## src/rtl/mem_lock_arbiter_if.sv

```systemverilog
// Bundle of the SIC memory lock/request signals shared between the
// requesting memory sub-SICs, the data memory and the lock arbiter.
interface mem_lock_arbiter_if #(
    parameter int NUM_SICS = 4,
    parameter int ID_WIDTH = 6
);
    logic [ID_WIDTH-1:0]          head_id;
    logic [NUM_SICS-1:0]          req;
    logic [NUM_SICS*ID_WIDTH-1:0] req_issue_id;
    logic [NUM_SICS-1:0]          release_lock;
    logic [NUM_SICS*30-1:0]       req_addr;
    logic [NUM_SICS*32-1:0]       req_wdata;
    logic [NUM_SICS-1:0]          req_wen;
    logic [NUM_SICS-1:0]          grant;
    logic [31:0]                  rdata;
    logic [29:0]                  mem_addr;
    logic [31:0]                  mem_wdata;
    logic                         mem_wen;
    logic [31:0]                  mem_rdata;
    logic                         locked;

    // Requester/memory side: drives requests and memory read data.
    modport master (
        output head_id, req, req_issue_id, release_lock, req_addr,
               req_wdata, req_wen, mem_rdata,
        input  grant, rdata, mem_addr, mem_wdata, mem_wen, locked
    );

    // Arbiter side.
    modport slave (
        input  head_id, req, req_issue_id, release_lock, req_addr,
               req_wdata, req_wen, mem_rdata,
        output grant, rdata, mem_addr, mem_wdata, mem_wen, locked
    );
endinterface

```

## src/rtl/mem_lock_arbiter.sv

```systemverilog
// Lock arbiter for the shared data-memory port. Grants the lock to the
// oldest requester by issue-ID age (relative to head_id), holds it until the
// owner releases or drops its request, and hands it off with no bubble.
module mem_lock_arbiter #(
    parameter int  NUM_SICS = 4,
    parameter int  ID_WIDTH = 6,
    localparam int OWNER_W  = (NUM_SICS > 1) ? $clog2(NUM_SICS) : 1
) (
    input logic              clk,
    input logic              rst_n,
    mem_lock_arbiter_if.slave io_bus
);
    typedef enum logic {S_IDLE, S_LOCKED} state_t;

    state_t               r_state;
    logic [OWNER_W-1:0]   r_owner;

    logic [NUM_SICS*ID_WIDTH-1:0] w_keys;
    logic [NUM_SICS-1:0]          w_mask_excl;
    logic [OWNER_W:0]             w_pick_all;
    logic [OWNER_W:0]             w_pick_excl;
    logic                         w_owner_req;
    logic                         w_free;
    logic                         w_locked;

    // Returns {found, index} of the set mask bit with the smallest age key;
    // strict compare keeps the lowest index on ties.
    function automatic logic [OWNER_W:0] pick_oldest(
        input logic [NUM_SICS-1:0]          mask,
        input logic [NUM_SICS*ID_WIDTH-1:0] keys
    );
        logic               found;
        logic [OWNER_W-1:0] idx;
        logic [ID_WIDTH-1:0] best;
        found = 1'b0;
        idx   = '0;
        best  = '0;
        for (int i = 0; i < NUM_SICS; i++) begin
            if (mask[i] && (!found || keys[i*ID_WIDTH +: ID_WIDTH] < best)) begin
                found = 1'b1;
                best  = keys[i*ID_WIDTH +: ID_WIDTH];
                idx   = OWNER_W'(i);
            end
        end
        return {found, idx};
    endfunction

    // Age keys (modular distance from head), winners and the free condition.
    always_comb begin
        w_keys = '0;
        for (int i = 0; i < NUM_SICS; i++) begin
            w_keys[i*ID_WIDTH +: ID_WIDTH] =
                io_bus.req_issue_id[i*ID_WIDTH +: ID_WIDTH] - io_bus.head_id;
        end
        w_mask_excl = io_bus.req & ~(NUM_SICS'(1) << r_owner);
        w_pick_all  = pick_oldest(io_bus.req, w_keys);
        w_pick_excl = pick_oldest(w_mask_excl, w_keys);
        w_locked    = (r_state == S_LOCKED);
        w_owner_req = io_bus.req[r_owner];
        w_free      = w_locked && (io_bus.release_lock[r_owner] || !w_owner_req);
    end

    // Lock FSM: arbitrate in IDLE, hold while locked, hand off on free.
    always_ff @(posedge clk or negedge rst_n) begin
        if (!rst_n) begin
            r_state <= S_IDLE;
            r_owner <= '0;
        end else begin
            case (r_state)
                S_IDLE: begin
                    if (w_pick_all[OWNER_W]) begin
                        r_owner <= w_pick_all[OWNER_W-1:0];
                        r_state <= S_LOCKED;
                    end
                end
                S_LOCKED: begin
                    if (w_free) begin
                        if (w_pick_excl[OWNER_W]) begin
                            r_owner <= w_pick_excl[OWNER_W-1:0];
                        end else begin
                            r_state <= S_IDLE;
                        end
                    end
                end
                default: r_state <= S_IDLE;
            endcase
        end
    end

    // Grant follows the owner's request only while the lock is held.
    always_comb begin
        io_bus.grant = '0;
        if (w_locked) begin
            io_bus.grant[r_owner] = w_owner_req;
        end
    end

    // Memory port always mirrors the owner; writes gated by lock and request.
    assign io_bus.mem_addr  = io_bus.req_addr[int'(r_owner)*30 +: 30];
    assign io_bus.mem_wdata = io_bus.req_wdata[int'(r_owner)*32 +: 32];
    assign io_bus.mem_wen   = w_locked & w_owner_req & io_bus.req_wen[r_owner];
    assign io_bus.rdata     = io_bus.mem_rdata;
    assign io_bus.locked    = w_locked;

endmodule
```

## src/flat_wrapper.sv

```systemverilog
// flat-port wrapper written by rule: the top's interface ports become plain ports
module mem_lock_arbiter_flat 
#(
    parameter int  NUM_SICS = 4,
    parameter int  ID_WIDTH = 6,
    localparam int OWNER_W  = (NUM_SICS > 1) ? $clog2(NUM_SICS) : 1
)
  (clk, rst_n, io_bus_head_id, io_bus_req, io_bus_req_issue_id, io_bus_release_lock, io_bus_req_addr, io_bus_req_wdata, io_bus_req_wen, io_bus_mem_rdata, io_bus_grant, io_bus_rdata, io_bus_mem_addr, io_bus_mem_wdata, io_bus_mem_wen, io_bus_locked);
  mem_lock_arbiter_if #(.NUM_SICS(NUM_SICS), .ID_WIDTH(ID_WIDTH)) io_bus_i ();
  input logic clk;
  input logic rst_n;
  input wire logic [$bits(io_bus_i.head_id)-1:0] io_bus_head_id;
  input wire logic [$bits(io_bus_i.req)-1:0] io_bus_req;
  input wire logic [$bits(io_bus_i.req_issue_id)-1:0] io_bus_req_issue_id;
  input wire logic [$bits(io_bus_i.release_lock)-1:0] io_bus_release_lock;
  input wire logic [$bits(io_bus_i.req_addr)-1:0] io_bus_req_addr;
  input wire logic [$bits(io_bus_i.req_wdata)-1:0] io_bus_req_wdata;
  input wire logic [$bits(io_bus_i.req_wen)-1:0] io_bus_req_wen;
  input wire logic [$bits(io_bus_i.mem_rdata)-1:0] io_bus_mem_rdata;
  output wire logic [$bits(io_bus_i.grant)-1:0] io_bus_grant;
  output wire logic [$bits(io_bus_i.rdata)-1:0] io_bus_rdata;
  output wire logic [$bits(io_bus_i.mem_addr)-1:0] io_bus_mem_addr;
  output wire logic [$bits(io_bus_i.mem_wdata)-1:0] io_bus_mem_wdata;
  output wire logic [$bits(io_bus_i.mem_wen)-1:0] io_bus_mem_wen;
  output wire logic [$bits(io_bus_i.locked)-1:0] io_bus_locked;
  assign io_bus_i.head_id = io_bus_head_id;
  assign io_bus_i.req = io_bus_req;
  assign io_bus_i.req_issue_id = io_bus_req_issue_id;
  assign io_bus_i.release_lock = io_bus_release_lock;
  assign io_bus_i.req_addr = io_bus_req_addr;
  assign io_bus_i.req_wdata = io_bus_req_wdata;
  assign io_bus_i.req_wen = io_bus_req_wen;
  assign io_bus_i.mem_rdata = io_bus_mem_rdata;
  assign io_bus_grant = io_bus_i.grant;
  assign io_bus_rdata = io_bus_i.rdata;
  assign io_bus_mem_addr = io_bus_i.mem_addr;
  assign io_bus_mem_wdata = io_bus_i.mem_wdata;
  assign io_bus_mem_wen = io_bus_i.mem_wen;
  assign io_bus_locked = io_bus_i.locked;
  mem_lock_arbiter #(.NUM_SICS(NUM_SICS), .ID_WIDTH(ID_WIDTH)) u_core (.clk(clk), .rst_n(rst_n), .io_bus(io_bus_i));
endmodule
```

## config.mk

```make
export PLATFORM = sky130hd
export DESIGN_NAME = mem_lock_arbiter_flat
export DESIGN_NICKNAME = d
export VERILOG_FILES = /design/src/rtl/mem_lock_arbiter_if.sv /design/src/rtl/mem_lock_arbiter.sv /design/src/flat_wrapper.sv
export SDC_FILE = /design/constraint.sdc
export NUM_CORES = 1
export LEC_CHECK = 0
export BUFFER_PORTS_ARGS = -buffer_cell sky130_fd_sc_hd__buf_2
export CORE_AREA = 2 2 167 169
export CTS_BUF_LIST = sky130_fd_sc_hd__clkbuf_4 sky130_fd_sc_hd__clkbuf_8
export DETAILED_ROUTE_END_ITERATION = 7
export DIE_AREA = 0 0 169 171
export PLACE_DENSITY = 0.48
export SYNTH_ARGS = -nofsm -noshare
export SYNTH_HDL_FRONTEND = slang
export SYNTH_SLANG_ARGS = --single-unit
```

## constraint.sdc

```tcl
create_clock -name clk -period 7.7 [get_ports clk]
set_clock_uncertainty 0.2 [all_clocks]
set_input_delay 1.155 -clock clk [delete_from_list [all_inputs] [get_ports clk]]
set_output_delay 1.155 -clock clk [all_outputs]
set_load 0.02 [all_outputs]
```

==> flow_metrics.tcl <==
set metrics [dict create \
    switchingPower_mw 0.9847 \
    numPortBuffers 359 \
    grt_max_degree 58 \
    yosysMostFrequentCell "mux4_2" \
    dp_slack_ps -220.8 \
    cp.required_ps 7620 \
    p_leak_nw 3.178 \
    die_w_um 169 \
    period_share_pct 96.37 \
    numCtsBuffers 3 \
    setup_slack_ps 279.8 \
    finalNetCount 1139 \
    synth_area_leaders "mux4_2 (35%), ha_1 (15%), buf_4 (5.9%), a21o_1 (3.5%), a21oi_1 (2.8%)" \
    met3_usage_pct 6.084 \
    critPathCaptureType "flop" \
    status "complete, no violations" \
    first_pass_iters 4 \
    core_area_mm2 0.02732 \
    synth-edff-count 0 \
    syn_area_mm2 0.004065 \
    grt_busiest_layer "met2" \
    routedWlPerCell_um 21.87 \
    dp_hpwl_um 21810 \
    dieArea_mm2 0.02890 \
    cts_max_path_buffers 2 \
    slew_headroom_pct 36.50 \
    worst-r2r-cell-count 22 \
    vias 4986 \
    fin_crit_ps 7420 \
    antenna_found_initial 11 \
    cp_top_family "compound AO/OA/AOI/OAI gates" \
    synth_warnings 0 \
    synth.avg_cell_area_um2 9.796 \
    grt_remaining_overflow 0 \
    drc_errors 0 \
    critPathMaxStageDelay_ps 430 \
    drive_above_1_share_pct 64.34 \
    area.growth.synth_to_final_pct 56.48 \
    pin_count 424 \
    clk_pin_slew_ps 30 \
    syn_inst 415 \
    clk-insertion-delay-late_ps 210 \
    use_met2_pct 22.33 \
    root_buffer "clkbuf_8" \
    r2r-end "u_core.r_owner[0]" \
    power_frac_seq_pct 3.4 \
    whs_ps 541.5 \
    vias_per_cell 4.488 \
    critPathArrivalTime_ps 7340 \
    synth_flop_cell "dfrtp_1" \
    cts_tree "done" \
    p_clk_share_pct 2.7 \
    p_comb_share_pct 93.9 \
    drtIter0Drc 237 \
    synth.net_count 793 \
    p_per_area_mw_per_mm2 285.7 \
    grt_pass1_wl_um 32010 \
    yosys.area.top_type "mux4_2" \
    cp-start-kind "primary input" \
    rows 61 \
    cp_max_fo 5 \
    final-hold-violation-count 0 \
    hold_buffers 0 \
    numClockSinks 3 \
    synth.top_cells.by_count "mux4_2 (64), ha_1 (50), buf_4 (32), nand2_1 (29), inv_1 (27)" \
    hp-class "primary input to asynchronous set/reset pin" \
    worst_slew_pin_slew_ps 952.5 \
    h-tree-depth 1 \
    path_buf_inv 4 \
    slowest_stage "or4_1" \
    gp_congestion 0.8330 \
    reg2reg_from "u_core.r_owner[1]" \
    die_y_um 171 \
    grt_use_met1_pct 21.90 \
    async_flop_share_pct 100.0 \
    internal_power_mw 0.8327 \
    finalSetupViolCount 0 \
    crit_top_cell "ha_1" \
    finalMaxSlewViolations 0 \
    vdd_drop_max_mv 0.1207 \
    synth_seq_area_share_pct 1.847 \
    switching_share_pct 54.18 \
    detail-route-antenna-nets 0 \
    grtUsageTotal_pct 15.36 \
    maxCapViolations 0 \
    r2r_slack_ps 1530 \
    grt_pass1_vias 4721 \
    drt-total-wl_um 24300 \
    critical_path_class "primary input to flop" \
    ys_types 57 \
    fmaxAchievable_mhz 134.8 \
    ys_ff_latch 3 \
    yosys.area.top_type_share_pct 35.46 \
    start_util_pct 14.88 \
]
through the flow:
stage | util [%] | instance area, um2 | cells | TNS (ps) | total power [mW]
3_5_place_dp | 22.75 | 6216 | 1099 | -384.1 | 1.736
6_report | 23.28 | 6361 | 1111 | 0 | 1.817
5_1_grt | 23.26 | 6356 | 1109 | -16.79 | 1.964
4_1_cts | 22.94 | 6267 | 1103 | 0 | 1.792
3_3_place_gp | 22.75 | 6216 | 1099 | -231.1 | 1.728
2_1_floorplan | - | 4070 | 415 | 0 | 1.196
power groups by stage:
stage                     Combinational, mW  Clock (mW)  Sequential (mW)
after floorplan                        1.17           0           0.0306
after global placement                 1.67           0           0.0600
after detailed placement               1.67           0           0.0628
after CTS                              1.68      0.0499           0.0630
after global routing                   1.85      0.0515           0.0638
final                                  1.71      0.0489           0.0615
final cells by class:
class / instances / area [um2]
multi-input combinational: 331 / 3612
antenna: 5 / 12.51
tap: 346 / 432.9
fill: 3046 / 20960
clock buffer: 4 / 48.80
inverter: 27 / 105.1
sequential: 3 / 82.58
timing repair buffer: 395 / 2067
layout by cell type (no fill, tap or decap), types with 2 or more instances in the layout:
cell and n:
a211o_1 3, a21boi_0 2, a21o_1 19, a21oi_1 23, a221oi_2 2, a31oi_1 2, and3_1 4, buf_2 359
buf_4 36, clkbuf_8 3, dfrtp_4 2, diode_2 5, fa_1 4, ha_1 50, inv_1 26, mux2_2 6
mux2i_1 6, mux4_2 64, nand2_1 28, nand2b_1 5, nand3_1 4, nor2_1 18, nor2b_1 6, nor3_1 4
nor3b_1 2, o2111ai_1 2, o211ai_1 4, o21a_1 9, o21ai_0 9, o21ai_1 4, or2_2 3, or3b_1 3
or4_1 2, xnor2_1 6, xor2_1 11
per-layer routing:
| layer | vias to the layer above | share of wire [%] |
|---|---|---|
| li1 | 2285 | - |
| met1 | 2390 | 43 |
| met2 | 297 | 44 |
| met3 | 10 | 12 |
| met4 | 4 | 0.68 |
| met5 | - | 0.11 |
cell families (layout without fill, tap and decap cells):
| logic type | after synthesis | after routing | share of synthesized area (%) |
|---|---|---|---|
| AOI/OAI and AO/OA | 93 | 93 | 15.57 |
| xor gates and xnor gates | 17 | 17 | 3.663 |
| adders and majority gates | 54 | 54 | 17.36 |
| buffers and inverters | 82 | 426 | 11.02 |
| DFF | 3 | 3 | 1.847 |
| muxes | 78 | 78 | 39.52 |
| other | 0 | 5 | 0 |
| and+or+nand+nor | 88 | 89 | 11.02 |
sequential cells by signal, summed over array words and instances, names as in the netlist:
name and cells:
u_core.r_owner 2, u_core.io_bus.locked 1
worst max path at each step:
stage                              to  cells past startpoint               from
finish              u_core.r_owner[0]                     28  io_bus_head_id[1]
floorplan           u_core.r_owner[0]                     27  io_bus_head_id[1]
global placement    u_core.r_owner[0]                     28  io_bus_head_id[1]
global route        u_core.r_owner[0]                     28  io_bus_head_id[1]
CTS                 u_core.r_owner[0]                     29  io_bus_head_id[1]
detailed placement  u_core.r_owner[0]                     29  io_bus_head_id[1]
what timing repair did:
action                                  4_1_cts  5_1_grt
setup buffers                                 0        2
gates cloned                                  0        1
pin swaps                                     0        5
gates resized for setup                       1       12
endpoints found under the setup margin        1        2
worst register-to-register path: stages (launching register included):
cell	delay [ps]
dfrtp_4	620
nor2_1	540
or2_2	220
ha_1	270
a2111oi_4	370
a211oi_2	140
nor3b_2	180
buf_4	160
mux2_2	340
inv_1	60
ha_1	240
nand2_1	80
o2111ai_1	140
or4_1	430
o221a_4	270
nand2_4	100
mux2i_1	200
ha_1	270
and3_1	220
a221oi_2	320
nand2_1	160
a211o_1	310
a311oi_2	250
(Power assumes the default switching activity.)
